## config.mk

```make
export PLATFORM = sky130hd
export DESIGN_NAME = pe_unary_mac_lanes
export DESIGN_NICKNAME = d
export VERILOG_FILES = /design/src/rtl/pe_unary_mac_lanes.sv
export SDC_FILE = /design/constraint.sdc
export NUM_CORES = 1
export LEC_CHECK = 0
export BUFFER_PORTS_ARGS = -buffer_cell sky130_fd_sc_hd__buf_2
export CORE_MARGIN = 4
export CORE_UTILIZATION = 46
export DETAILED_ROUTE_END_ITERATION = 6
export GPL_TIMING_DRIVEN = 0
export PLACE_DENSITY_LB_ADDON = 0.05
export RECOVER_POWER = 50
export SLEW_MARGIN = 0
export SYNTH_ARGS = -nofsm -noshare
export SYNTH_HDL_FRONTEND = slang
export SYNTH_SLANG_ARGS = --single-unit
```

## constraint.sdc

```tcl
create_clock -name clk -period 6 [get_ports clk]
set_clock_uncertainty 0.2 [all_clocks]
set_input_delay 1.2 -clock clk [delete_from_list [all_inputs] [get_ports clk]]
set_output_delay 1.2 -clock clk [all_outputs]
set_load 0.05 [all_outputs]
```

## src/rtl/pe_unary_mac_lanes.sv

```systemverilog
// Multi-lane unary/stochastic MAC processing element: per-lane +/-1 accumulation,
// lane reduction, upstream partial-sum join and handshaked drain downstream.
module pe_unary_mac_lanes #(
    parameter int LANES      = 4,
    parameter int W_ABS_W    = 7,
    parameter int RAND_W     = 7,
    parameter int ACC_W      = 16,
    parameter int CNT_W      = 8,
    parameter int CHAIN_HEAD = 0
) (
    input  logic                       clk,
    input  logic                       reset,
    input  logic                       start,
    input  logic [CNT_W-1:0]           len,
    input  logic                       w_load,
    input  logic [LANES*W_ABS_W-1:0]   w_abs,
    input  logic [LANES-1:0]           w_sign,
    output logic [LANES*W_ABS_W-1:0]   w_abs_q,
    output logic [LANES-1:0]           w_sign_q,
    input  logic                       in_valid,
    input  logic [LANES-1:0]           in_abs,
    input  logic [LANES-1:0]           in_sign,
    input  logic [RAND_W-1:0]          rand_w,
    output logic                       in_valid_q,
    output logic [LANES-1:0]           in_abs_q,
    output logic [LANES-1:0]           in_sign_q,
    output logic [RAND_W-1:0]          rand_w_q,
    input  logic                       psum_in_valid,
    input  logic [ACC_W-1:0]           psum_in,
    output logic                       psum_in_ready,
    output logic                       psum_out_valid,
    output logic [ACC_W-1:0]           psum_out,
    input  logic                       psum_out_ready,
    output logic                       busy,
    output logic                       done,
    output logic                       sat
);

    localparam int CMP_W = (W_ABS_W > RAND_W) ? W_ABS_W : RAND_W;
    // Wide enough for a full lane reduction and for the join of two ACC_W values.
    localparam int SUM_W = ACC_W + $clog2(LANES) + 1;
    localparam logic signed [SUM_W-1:0] SUM_MAX = {{(SUM_W-ACC_W+1){1'b0}}, {(ACC_W-1){1'b1}}};
    localparam logic signed [SUM_W-1:0] SUM_MIN = ~SUM_MAX;

    typedef enum logic [2:0] {S_IDLE, S_RUN, S_REDUCE, S_JOIN, S_DRAIN} state_t;
    state_t state_reg, state_next;

    logic [CNT_W-1:0]         len_reg, cnt_reg;
    logic [ACC_W-1:0]         total_reg;
    logic                     sat_reg, done_reg;
    logic [LANES*W_ABS_W-1:0] w_abs_reg;
    logic [LANES-1:0]         w_sign_reg;
    logic                     fwd_valid_reg;
    logic [LANES-1:0]         fwd_abs_reg, fwd_sign_reg;
    logic [RAND_W-1:0]        fwd_rand_reg;

    logic [LANES-1:0][ACC_W-1:0] acc_all;
    logic [LANES-1:0]            lane_ovf;
    logic signed [SUM_W-1:0]     red_sum, jn_sum;
    logic                        start_acc, drain_xfer, join_xfer, beat, last_beat;

    function automatic logic signed [SUM_W-1:0] sx(input logic [ACC_W-1:0] a);
        return {{(SUM_W-ACC_W){a[ACC_W-1]}}, a};
    endfunction

    function automatic logic sum_ovf(input logic signed [SUM_W-1:0] v);
        return (v > SUM_MAX) || (v < SUM_MIN);
    endfunction

    function automatic logic [ACC_W-1:0] sum_clamp(input logic signed [SUM_W-1:0] v);
        logic [ACC_W-1:0] r;
        if (v > SUM_MAX)      r = SUM_MAX[ACC_W-1:0];
        else if (v < SUM_MIN) r = SUM_MIN[ACC_W-1:0];
        else                  r = v[ACC_W-1:0];
        return r;
    endfunction

    assign start_acc  = (state_reg == S_IDLE) && start;
    assign drain_xfer = (state_reg == S_DRAIN) && psum_out_ready;
    assign join_xfer  = (state_reg == S_JOIN) && (CHAIN_HEAD == 0) && psum_in_valid;
    assign beat       = (state_reg == S_RUN) && in_valid;
    assign last_beat  = beat && (cnt_reg == len_reg - CNT_W'(1));

    genvar gi;
    generate
        for (gi = 0; gi < LANES; gi++) begin : g_lane
            logic [CMP_W-1:0]        w_mag, r_mag;
            logic                    u_w, m_bit, s_bit;
            logic signed [SUM_W-1:0] acc_step;
            logic [ACC_W-1:0]        acc_reg;

            assign w_mag    = CMP_W'(w_abs_reg[gi*W_ABS_W +: W_ABS_W]);
            assign r_mag    = CMP_W'(rand_w);
            assign u_w      = w_mag > r_mag;
            assign m_bit    = in_abs[gi] & u_w;
            assign s_bit    = in_sign[gi] ^ w_sign_reg[gi];
            assign acc_step = s_bit ? sx(acc_reg) - SUM_W'(1) : sx(acc_reg) + SUM_W'(1);
            assign lane_ovf[gi] = beat && m_bit && sum_ovf(acc_step);
            assign acc_all[gi]  = acc_reg;

            always_ff @(posedge clk) begin
                if (reset || start_acc || drain_xfer)
                    acc_reg <= '0;
                else if (beat && m_bit)
                    acc_reg <= sum_clamp(acc_step);
            end
        end
    endgenerate

    always_comb begin
        red_sum = '0;
        for (int i = 0; i < LANES; i++)
            red_sum = red_sum + sx(acc_all[i]);
    end

    assign jn_sum = sx(total_reg) + sx(psum_in);

    always_ff @(posedge clk) begin
        if (reset) state_reg <= S_IDLE;
        else       state_reg <= state_next;
    end

    always_comb begin
        state_next = state_reg;
        case (state_reg)
            S_IDLE:   if (start) state_next = (len == '0) ? S_REDUCE : S_RUN;
            S_RUN:    if (last_beat) state_next = S_REDUCE;
            S_REDUCE: state_next = S_JOIN;
            S_JOIN:   if (CHAIN_HEAD != 0 || psum_in_valid) state_next = S_DRAIN;
            S_DRAIN:  if (psum_out_ready) state_next = S_IDLE;
            default:  state_next = S_IDLE;
        endcase
    end

    always_comb begin
        busy           = (state_reg != S_IDLE);
        psum_in_ready  = (state_reg == S_JOIN) && (CHAIN_HEAD == 0);
        psum_out_valid = (state_reg == S_DRAIN);
    end

    always_ff @(posedge clk) begin
        if (reset) begin
            len_reg    <= '0;
            cnt_reg    <= '0;
            total_reg  <= '0;
            sat_reg    <= 1'b0;
            done_reg   <= 1'b0;
            w_abs_reg  <= '0;
            w_sign_reg <= '0;
        end else begin
            if (start_acc) begin
                len_reg   <= len;
                cnt_reg   <= '0;
                total_reg <= '0;
                sat_reg   <= 1'b0;
            end else begin
                if (beat) cnt_reg <= cnt_reg + CNT_W'(1);
                if (state_reg == S_REDUCE)
                    total_reg <= sum_clamp(red_sum);
                else if (join_xfer)
                    total_reg <= sum_clamp(jn_sum);
                sat_reg <= sat_reg | (|lane_ovf)
                         | ((state_reg == S_REDUCE) && sum_ovf(red_sum))
                         | (join_xfer && sum_ovf(jn_sum));
            end
            if ((state_reg == S_IDLE) && w_load) begin
                w_abs_reg  <= w_abs;
                w_sign_reg <= w_sign;
            end
            done_reg <= drain_xfer;
        end
    end

    // Neighbour copies of the input stream, registered unconditionally.
    always_ff @(posedge clk) begin
        if (reset) begin
            fwd_valid_reg <= 1'b0;
            fwd_abs_reg   <= '0;
            fwd_sign_reg  <= '0;
            fwd_rand_reg  <= '0;
        end else begin
            fwd_valid_reg <= in_valid;
            fwd_abs_reg   <= in_abs;
            fwd_sign_reg  <= in_sign;
            fwd_rand_reg  <= rand_w;
        end
    end

    assign w_abs_q    = w_abs_reg;
    assign w_sign_q   = w_sign_reg;
    assign in_valid_q = fwd_valid_reg;
    assign in_abs_q   = fwd_abs_reg;
    assign in_sign_q  = fwd_sign_reg;
    assign rand_w_q   = fwd_rand_reg;
    assign psum_out   = total_reg;
    assign done       = done_reg;
    assign sat        = sat_reg;

endmodule

```

== Yosys cells after proc, flatten, opt, wreduce, memory -nomap -nowiden ==
Index checks and enable logic that the tools add are counted.
Widths: inputs -> output; s select.
Storage, ports and cells
  bits of input ports: 78
  flip-flop bits (word level): 149
  logic and storage cells: 121
  output and inout port bits: 69
Operators by class
  bitwise gates (word level): 11
  multiplexer cells: 24
  reduce and logical (&&, ||, !) cells: 31
  equal/unequal tests: 9
  order comparisons: 16
  add/sub/neg operators: 14
Operators with widths (number)
  $mux 16: 14
  $gt 19x16->1 const B: 5
  $lt 19x16->1 const B: 5
  $mux 19: 4
  $add 16x2->17 const B: 4
  $sub 16x2->17 const B: 4
  $add 16x16->17: 2
  $gt 7x7->1: 4
  $add 18x16->19: 1
  $add 17x16->18: 1
  $gt 17x16->1 const B: 1
  $lt 17x16->1 const B: 1
  $logic_and 1x1->1: 16
  $pmux 3 s5: 1
  $mux 3: 4
  $add 8x1->8 const B: 1
  $eq 8x8->1: 1
  $logic_not 8->1: 1
  $logic_or 1x1->1: 8
  $sub 8x1->8 const B: 1
  $eq 3x2->1 const B: 2
  $ne 2x2->1 const B: 3
  $and 1x1->1: 4
  $reduce_and 4->1: 1
  11 further kinds: 16

== Longest topological paths before layout ==
Gate-level depths: netlist of run 1.
  word-level depth: 9
  mapped depth: 17

== Worst setup path before layout of run 1 ==
Ideal clock, no wire load.
  path type: input -> register
  start: input port in_sign[3]
  end: register g_lane[3].acc_reg[10]
  path buffers: 1
  cell stages on the path: 13
  slack: 1029 ps
  arrival time: 4710 ps
  path through: xor2_1 -> ha_1 -> and3_1 -> a211oi_2 -> a311o_1 -> nand2_1 -> a311o_1 -> xnor2_1 -> or4b_4 -> a21oi_2 -> nand2b_1 -> buf_6 -> o221a_1
On the way
  word-level cells in the longest chain between the ends: 5
  elaborated cells on any way between the ends: 6
Ends and longest elaborated chain
  start, declared: RTL line 22  | input logic [LANES-1:0] in_sign,
  $xor 1x1->1 *: RTL line 96  | assign s_bit = in_sign[gi] ^ w_sign_reg[gi];
  $mux 19 *: RTL line 97  | assign acc_step = s_bit ? sx(acc_reg) - SUM_W'(1) : sx(acc_reg) + SUM_W'(1);
  $lt 19x16->1: RTL line 73  | else if (v < SUM_MIN) r = SUM_MIN[ACC_W-1:0];
  $mux 16: RTL line 73
  $mux 16 *: RTL line 72  | if (v > SUM_MAX) r = SUM_MAX[ACC_W-1:0];
  end signal, assigned: RTL line 105  | acc_reg <= sum_clamp(acc_step);
  end, declared: RTL line 90  | logic [ACC_W-1:0] acc_reg;
Every way passes the cells marked *; elsewhere a longest branch is shown, timed or not.
A chain may end at the register's enable or synchronous reset.

== Worst setup path after layout of run 1 ==
  start: register g_lane[1].acc_reg[1]
  end: register sat_reg (netlist: sat)
On the way
  word-level cells in the longest chain between the ends: 9
  elaborated cells on any way between the ends: 18
Ends and longest elaborated chain
  start, declared: RTL line 90
  start signal, assigned: RTL line 105
  parallel branches: the longest is 7 deep, another holds $add 18x16->19
  $or 1x1->1 *: RTL line 163  | | ((state_reg == S_REDUCE) && sum_ovf(red_sum))
  $or 1x1->1 *: RTL line 164  | | (join_xfer && sum_ovf(jn_sum));
  end signal, assigned: RTL line 162  | sat_reg <= sat_reg | (|lane_ovf)
  end, declared: RTL line 50  | logic sat_reg, done_reg;
Mark *: on every way between the ends.

==> results of run 1 <==
per-layer routing:
metal	share of wire [%]	global-route usage (%)
met5	0.036	0
met1	49	33.2
met3	5.4	4.87
met2	45	37.6
met4	0.84	4.26
worst max-delay path by stage:
| stage | endpoint | from | slack, ns |
|---|---|---|---|
| 6_report | sat$_SDFF_PP0_ | g_lane[1].acc_reg[1]$_SDFFE_PP0P_ | 0.54 |
| 5_1_grt | sat$_SDFF_PP0_ | g_lane[1].acc_reg[1]$_SDFFE_PP0P_ | 0.14 |
| 4_1_cts | sat$_SDFF_PP0_ | g_lane[1].acc_reg[1]$_SDFFE_PP0P_ | 0.55 |
| 3_5_place_dp | g_lane[3].acc_reg[7]$_SDFFE_PP0P_ | in_sign[3] | 0.16 |
| 3_3_place_gp | sat$_SDFF_PP0_ | in_sign[2] | 0.11 |
| 2_1_floorplan | g_lane[3].acc_reg[10]$_SDFFE_PP0P_ | in_sign[3] | 1.03 |
logic make-up (layout without fill, tap and decap cells):
group | Yosys count | after routing | share of synthesized area (%)
buffers and inverters | 191 | 369 | 5.85
xor gates and xnor gates | 95 | 95 | 6.68
muxes | 18 | 18 | 1.45
and+or+nand+nor | 455 | 455 | 17.5
DFF | 149 | 149 | 23.9
AOI/OAI and AO/OA | 480 | 480 | 24.6
adders and majority gates | 179 | 179 | 20.0
worst max-delay path, stage by stage, from the launching register on:
cell and delay [ns]:
dfxtp_1 0.36, inv_1 0.15, fa_1 0.58, inv_1 0.07, fa_1 0.45, ha_1 0.24, fa_1 0.43, a211oi_1 0.34
o211ai_1 0.25, a311oi_1 0.32, nor2_1 0.09, xnor2_1 0.16, o31ai_1 0.70, nand2b_1 0.12, a221o_1 0.36, a211oi_1 0.32
a31oi_1 0.18
cells in the mapped netlist (10+ instances only):
| cell | count |
|---|---|
| xnor2_1 | 51 |
| a211oi_1 | 21 |
| dfxtp_1 | 149 |
| o21ai_0 | 80 |
| o21bai_1 | 10 |
| and3_1 | 10 |
| nor2b_1 | 27 |
| clkbuf_1 | 55 |
| a31oi_1 | 19 |
| nand2_1 | 161 |
| mux2i_1 | 18 |
| o21a_1 | 31 |
| a21o_1 | 27 |
| nand4_1 | 19 |
| nor4_1 | 14 |
| maj3_1 | 13 |
| a21oi_1 | 175 |
| o211ai_1 | 16 |
| ha_1 | 128 |
| o31ai_1 | 13 |
| xor2_1 | 44 |
| nand2b_1 | 30 |
| inv_1 | 130 |
| nor3_1 | 24 |
| nand3_1 | 32 |
| fa_1 | 38 |
| nor2_1 | 99 |
| o21ai_1 | 12 |
metrics by stage:
stage	area (um^2)	std cells	hold slack, ns
4_1_cts	14200	2080	0.281
3_5_place_dp	13600	2048	0.270
3_3_place_gp	13600	2047	0.257
6_report	14200	2080	0.282
2_1_floorplan	12500	1567	0.248
5_1_grt	14200	2080	0.305
power breakdown:
group,leakage (uW),total (uW),internal [uW],switching (uW)
combinational,0.00458,795,271,524
clock,0.000281,1080,589,496
sequential,0.00121,1050,1020,30.0
layout make-up:
type / count / area (um^2) / share of cell area (%)
Timing Repair Buffer: 146 / 658 / 4.65
Tap cell: 335 / 419 / 2.96
Clock inverter: 15 / 158 / 1.11
Multi-Input combinational cell: 1227 / 8780 / 62.0
Inverter: 131 / 492 / 3.47
Buffer: 60 / 238 / 1.68
Sequential cell: 149 / 2980 / 21.1
Clock buffer: 17 / 425 / 3.01
==> results.md, run 1 <==
- Worst slew margin: 21.7%
- Pins Over Slew Limit: 0
- Post-Syn Area: 0.0125 mm^2
- Worst Hold Launch: w_abs_q[14]$_SDFFE_PP0P_
- Worst setup EP type: register
- Htree depth: 4
- Largest area contributor in the netlist: dfxtp_1
- TritonCTS Buffers: 17
- Number of global-route vias before repair: 11200
- Tmin final: 5.46 ns
- Worst Tran Pin Value: 1.17 ns
- # setup viols final: 0
- Worst R2R Path Depth: 16
- Ys flop type: dfxtp_1
- Resized cells post-CTS: 0
- Worst R2R Setup Slack: 0.54 ns
- Overflow after GRT: 0
- Starting Density: 47.3%
- Pwr dens: 207 mW/mm^2
- Row cnt: 59
- Vias/cell: 5.57
- Worst vdd rail ir drop: 0.000166 V
- Synth area leaders: dfxtp_1 (24%), ha_1 (13%), a21oi_1 (7.0%)
- Syn avg cell area: 7.95 um^2
- Pwr Total: 2930 uW
- Total setup buffers inserted after CTS: 0
- Max Fclk: 183 MHz
- TritonCTS clock tree: yes
- # fillers: 2613
- Flops & latches, synth: 149
- Total GRT Usage: 23.5%
- WL final: 35600 um
- Post-route DRC: 0
- First-pass GRT wire length: 58100 um
- FF-to-FF Start: g_lane[1].acc_reg[1]$_SDFFE_PP0P_
- Total clock sinks: 149
- Synth unique cells: 78
- Commonest cells after routing, fill and taps aside: a21oi_1 (175), nand2_1 (161), dfxtp_1 (149)
- Yosys warning total: 0
- Hold_buf cts: 0
- Critical R2R Capture: sat$_SDFF_PP0_
- Unrepaired setup endpoints after global routing: no
- WL/cell: 17.1 um
- CP startpoint kind: register
- Clock Tree Root: clkbuf_16
- Final setup TNS: 0 ns
- Antenna diodes: 0
- Post-synth EDFFs: 0
- Antenna violations before repair: 1
- Clock-pin slew on the worst setup and hold paths: 0.08 ns
- Clk buf depth: 2
- Ports: 147
- Drt pass-1 iters: 5
- Max-cap violations: 0
- P&R area growth vs syn: 13.6%
- Post-synthesis net count: 1811
- RePlAce Congestion: 0.898
- Hold Path Class: register to register
- Setup CP Type: register to register
- Routed Antenna Nets: 0
- CORE AREA: 0.0264 mm^2
- Dpl ws: 0.161 ns
- Data arrival, critical path: 5.54 ns
- Initial DRC count: 702
- Max FFs per register: 64
- Async S/R FF share, synth: 0%
- Pin count of the biggest net entering global routing: 17
- Mapped Cells: 1567
- Post-DP HPWL: 29000 um
- Skew-Pair Late Insertion Delay: 0.44 ns
- Most common cell after layout, fill and taps aside: a21oi_1
- Post-route setup slack: 0.539 ns
- Vias: 11600
- Fin crit share: 91.0%
- Chip Width: 173 um
- Die ar.: 0.0298 mm^2
- Share of post-route cells with drive strength above 1: 7.51%
- Number of port buffers: 145
- Synth top area share: 23.9%
- Hold Path Depth: 2
- Req. time, crit path: 6.08 ns
- Die H: 173 um
- Static Leak: 0.00607 uW
- Status: finished clean
- Hold path endpoint: w_abs_q[14]$_SDFFE_PP0P_
- Final #Nets: 1976
- Crit-path max FO: 7
- Final Hold Viols: 0
- Register area share after synthesis: 23.9%
- Finished Core Util: 53.7%
Note: power is estimated with default switching activity, not from simulation.
==> run 2: changes to the inputs <==
==> constraint.sdc (replaced) <==
create_clock -name clk -period 6 [get_ports clk]
set_clock_uncertainty 0.2 [all_clocks]
set_input_delay 1.2 -clock clk [delete_from_list [all_inputs] [get_ports clk]]
set_output_delay 1.2 -clock clk [all_outputs]
set_load 0.005 [all_outputs]
==> run 2 against run 1 <==
Compared with the run above:
- cell count unchanged
- routed wire length is essentially flat
- design area is 0.22% higher
- clock-buffer cell count unchanged
- fmax decreased by 0.26%
- first-iteration DRC count shrank 0.28%
- critical endpoint unchanged
- largest power group unchanged
==> results.md, run 2 (synthesis results as in run 1) <==
- Status: finished clean
- Worst vdd rail ir drop: 0.000164 V
- Worst Tran Pin Value: 1.16 ns
- Hold Path Class: register to register
- Pins Over Slew Limit: 0
- Tmin final: 5.48 ns
- Met2 usage: 37.6%
- Vias/cell: 5.58
- Antenna violations before repair: 1
- Total GRT Usage: 23.5%
- Hold_buf cts: 0
- Met3 GRT Util: 4.87%
- Dpl ws: 0.161 ns
- Global route hottest layer: met2
- Max Fclk: 183 MHz
- Max-cap violations: 0
- Unrepaired setup endpoints after global routing: no
- Setup CP Type: register to register
- Ordered list of cells on the worst path: inv_1, fa_1, inv_1, fa_1, ha_1, fa_1, a211oi_1, o211ai_1, a311oi_1, nor2_1, xnor2_1, o31ai_1, nand2b_1, a221o_1, a211oi_1, a31oi_1
- CP startpoint kind: register
- Placed Area: 0.0136 mm^2
- Starting Density: 47.3%
- Finished Core Util: 53.8%
- Ports: 147
- Multi-input logic area: 0.00878 mm^2
- Antenna diodes: 0
- CP most frequent cell: fa_1
- Die ar.: 0.0298 mm^2
- CP max-delay cell: o31ai_1
- Hold WS: 0.282 ns
- Vias: 11600
- Req. time, crit path: 6.08 ns
- Pwr dens: 200 mW/mm^2
- Total clock sinks: 149
- Share of post-route cells with drive strength above 1: 8.94%
- Resized cells post-CTS: 0
- WL/cell: 17.1 um
- P&R area growth vs syn: 13.8%
- Die H: 173 um
- Final Hold Viols: 0
- Most common cell after layout, fill and taps aside: a21oi_1
- Max FFs per register: 64
- Post-DP HPWL: 29000 um
- WL final: 35600 um
- Clk buf depth: 2
- Fin crit share: 91.3%
- Crit-path max FO: 7
- TritonCTS Buffers: 17
- Worst setup EP type: register
- Clock Tree Root: clkbuf_16
- Max stage delay on crit path: 0.70 ns
- Register area: 0.00298 mm^2
- Post-route DRC: 0
- Htree depth: 4
- Overflow after GRT: 0
- Initial DRC count: 700
- First-pass GRT wire length: 58100 um
- Skew-Pair Late Insertion Delay: 0.44 ns
- # fillers: 2606
- Post-route setup slack: 0.525 ns
- Number of global-route vias before repair: 11200
- Total setup buffers inserted after CTS: 0
- Pin count of the biggest net entering global routing: 17
- Final #Nets: 1976
- Number of port buffers: 145
- Drt pass-1 iters: 5
- Crit path max-delay family: compound AO/OA/AOI/OAI gates
- Final setup TNS: 0 ns
- Row cnt: 59
- Static Leak: 0.00617 uW
- Worst Path Buf+Inv: 2
- Routed Antenna Nets: 0
- Worst slew margin: 22.5%
- Data arrival, critical path: 5.55 ns
- CORE AREA: 0.0264 mm^2
- Chip Width: 173 um
- Clock-pin slew on the worst setup and hold paths: 0.08 ns
- TritonCTS clock tree: yes
- Commonest cells after routing, fill and taps aside: a21oi_1 (175), nand2_1 (161), dfxtp_1 (149)
- # setup viols final: 0
- RePlAce Congestion: 0.898
- M1 GR Usage: 33.2%
- Final instance area: 0.0142 mm^2
==> run 2: cell count changes in the layout (fill, tap and decap cells not counted), sizes merged <==
cell    before  now
clkbuf     138  111
buf         85  112
==> run 2: final timing paths <==
kind / to / cells after the start / slack, ns / from
setup / recovery: sat$_SDFF_PP0_ / 16 / 0.52 / g_lane[1].acc_reg[1]$_SDFFE_PP0P_
hold reg to reg: w_abs_q[14]$_SDFFE_PP0P_ / 2 / 0.28 / w_abs_q[14]$_SDFFE_PP0P_
hold / removal: w_abs_q[14]$_SDFFE_PP0P_ / 2 / 0.28 / w_abs_q[14]$_SDFFE_PP0P_
setup reg to reg: sat$_SDFF_PP0_ / 16 / 0.52 / g_lane[1].acc_reg[1]$_SDFFE_PP0P_
==> run 2: tightest hold or removal path, stage by stage (launching register included) <==
cell and delay (ns):
dfxtp_1 0.33, nand2_1 0.06, a21oi_1 0.05
==> run 2: cell type report <==
type / instances / share of cell area, %
multi-input combinational: 1227 / 61.9
sequential: 149 / 21.0
timing repair buffer: 146 / 4.86
inverter: 131 / 3.47
clock buffer: 17 / 3.00
tap: 335 / 2.95
buffer: 60 / 1.68
clock inverter: 15 / 1.11
==> run 2: through the flow <==
step | power [uW] | cells
2_1_floorplan | 1570 | 1567
3_3_place_gp | 1770 | 2047
3_5_place_dp | 1780 | 2048
4_1_cts | 2870 | 2080
5_1_grt | 3000 | 2080
6_report | 2840 | 2080
==> run 2: per-layer routing <==
metal	up-vias	wire [um]
met4	2	303
li1	5929	-
met1	5402	17300
met3	25	1870
met5	-	13
met2	253	16100
==> run 2: power by group <==
group | switching (uW) | total [uW] | internal [uW]
Clock | 495 | 1080 | 589
Combinational | 431 | 705 | 273
Sequential | 30.0 | 1050 | 1020
==> run 3: changes to the inputs <==
Settings changed: BUFFER_PORTS_ARGS -buffer_cell sky130_fd_sc_hd__buf_2 to -buffer_cell sky130_fd_sc_hd__buf_4.
==> run 3 against run 2 <==
Compared with the run above:
- first-iteration DRC count down 11%
- hold slack worse by 0.0067 ns
- critical endpoint unchanged
- via count up 0.90%
- register-to-register slack worse by 0.10 ns
- largest cell class unchanged
- routed wire length up 0.43%
- sequential share of layout area down 0.52 points
- power up 0.59%
- worst setup slack worse by 0.10 ns
==> results.md, run 3 (synthesis results as in run 1) <==
- Status: finished clean
- Worst Hold Launch: w_abs_q[0]$_SDFFE_PP0P_
- Worst setup EP type: register
- Drt pass-1 iters: 6
- Pins Over Slew Limit: 0
- Initial DRC count: 624
- Crit path max-delay family: compound AO/OA/AOI/OAI gates
- Crit-path max FO: 7
- Final instance area: 0.0145 mm^2
- First-pass GRT wire length: 58700 um
- Most common cell after layout, fill and taps aside: a21oi_1
- Worst slew margin: 12.1%
- Vias: 11700
- Hold_buf cts: 0
- Cells after DPL: 2048
- Ordered list of cells on the worst path: inv_1, fa_1, inv_1, fa_1, ha_1, fa_1, a211oi_1, o211ai_1, a311oi_1, nor2_1, xnor2_1, o31ai_1, nand2b_1, a221o_1, a211oi_1, a31oi_1
- Number of global-route vias before repair: 11500
- Starting Density: 47.3%
- Worst Path Buf+Inv: 2
- CP most frequent cell: fa_1
- Row cnt: 59
- Overflow after GRT: 0
- Final #Nets: 1976
- Finished Layout Cells: 2080
- Vias/cell: 5.63
- Req. time, crit path: 6.07 ns
- Fin crit share: 92.9%
- TritonCTS Buffers: 17
- RePlAce Congestion: 0.926
- Commonest cells after routing, fill and taps aside: a21oi_1 (175), nand2_1 (161), dfxtp_1 (149)
- Setup CP Type: register to register
- Routed Antenna Nets: 0
- Total setup buffers inserted after CTS: 0
- Clock-pin slew on the worst setup and hold paths: 0.07 ns
- Max-cap violations: 0
- FF-to-FF Start: g_lane[1].acc_reg[1]$_SDFFE_PP0P_
- Total clock sinks: 149
- Ports: 147
- Max Fclk: 179 MHz
- Max stage delay on crit path: 0.76 ns
- WL final: 35800 um
- Resized cells post-CTS: 0
- Data arrival, critical path: 5.65 ns
- CP max-delay cell: o31ai_1
- Antenna violations before repair: 0
- Pwr Total: 2860 uW
- Unrepaired setup endpoints after global routing: no
- Pwr dens: 197 mW/mm^2
- Critical R2R Capture: sat$_SDFF_PP0_
- TritonCTS clock tree: yes
- Die ar.: 0.0298 mm^2
- Htree depth: 4
- Post-route DRC: 0
- Final setup TNS: 0 ns
- # setup viols final: 0
- Antenna diodes: 0
- Worst Tran Pin Value: 1.31 ns
- Clock Tree Root: clkbuf_16
- Pin count of the biggest net entering global routing: 18
- Post-DP HPWL: 29200 um
- P&R area growth vs syn: 16.7%
- Share of post-route cells with drive strength above 1: 10.5%
- Worst R2R Setup Slack: 0.42 ns
- Die H: 173 um
- Worst vdd rail ir drop: 0.000165 V
- CP startpoint kind: register
- # fillers: 2543
- Static Leak: 0.00633 uW
- WL/cell: 17.2 um
- Chip Width: 173 um
- Max FFs per register: 64
- Skew-Pair Late Insertion Delay: 0.44 ns
- Hold Path Class: register to register
- Tmin final: 5.58 ns
- Total GRT Usage: 23.6%
- Final Hold Viols: 0
- CORE AREA: 0.0264 mm^2
- Placed Area: 0.0140 mm^2
- Worst R2R Path Depth: 16
- Clk buf depth: 2
- Hold Path Depth: 2
- Number of port buffers: 145
- Hold path endpoint: w_abs_q[0]$_SDFFE_PP0P_
==> run 3: cell count changes in the layout (fill, tap and decap cells not counted), sizes merged <==
cell	change
buf	-28
clkbuf	+28
clkinv	+2
bufinv	-1
clkinvlp	-1
==> run 3: worst max-delay path by stage <==
stage / slack (ns) / start / cells past startpoint / endpoint
6_report: 0.42 / g_lane[1].acc_reg[1]$_SDFFE_PP0P_ / 16 / sat$_SDFF_PP0_
3_3_place_gp: 0.09 / in_sign[2] / 14 / g_lane[2].acc_reg[3]$_SDFFE_PP0P_
4_1_cts: 0.43 / g_lane[1].acc_reg[1]$_SDFFE_PP0P_ / 16 / sat$_SDFF_PP0_
3_5_place_dp: 0.1 / in_sign[3] / 14 / g_lane[3].acc_reg[2]$_SDFFE_PP0P_
5_1_grt: 0.14 / g_lane[1].acc_reg[1]$_SDFFE_PP0P_ / 16 / sat$_SDFF_PP0_
2_1_floorplan: 1.03 / in_sign[3] / 13 / g_lane[3].acc_reg[10]$_SDFFE_PP0P_
==> run 3: layout make-up <==
cell class / count / area [um^2] / area share [%]
flip-flops and latches: 149 / 2980 / 20.5
inverters: 131 / 492 / 3.38
plain buffers: 60 / 238 / 1.63
multi-input cells: 1227 / 8770 / 60.3
repair buffers: 146 / 1050 / 7.25
clock buffers: 17 / 425 / 2.92
well taps: 335 / 419 / 2.88
clock inverters: 15 / 163 / 1.12
==> run 3: routing by layer <==
| metal | vias to the layer above | part of all wire, % | global-route usage (%) |
|---|---|---|---|
| met4 | 0 | 2.0 | 6.65 |
| met1 | 5472 | 47 | 31.9 |
| met3 | 44 | 6.2 | 5.33 |
| li1 | 5909 | - | - |
| met5 | - | 0 | 0 |
| met2 | 290 | 45 | 38.1 |
==> run 3: tightest hold or removal path, stage by stage, from the launching register on <==
cell and delay, ns:
dfxtp_1 0.32, nand2_1 0.05, a21oi_1 0.05
==> run 3: through the flow <==
step                util (%)  setup slack (ns)  hold WS [ns]
detailed placement      53.1            0.0974         0.266
CTS                     55.4             0.432         0.278
global placement        53.0            0.0921         0.263
finish                  55.2             0.423         0.275
floorplan                  -              1.03         0.248
global route            55.2             0.135         0.291
==> run 3: power by group <==
part | internal [uW] | leakage, uW | switching, uW
combinational | 299 | 0.00483 | 431
clock | 558 | 0.000285 | 517
sequential | 1020 | 0.00121 | 30.2
total | 1880 | 0.00633 | 978
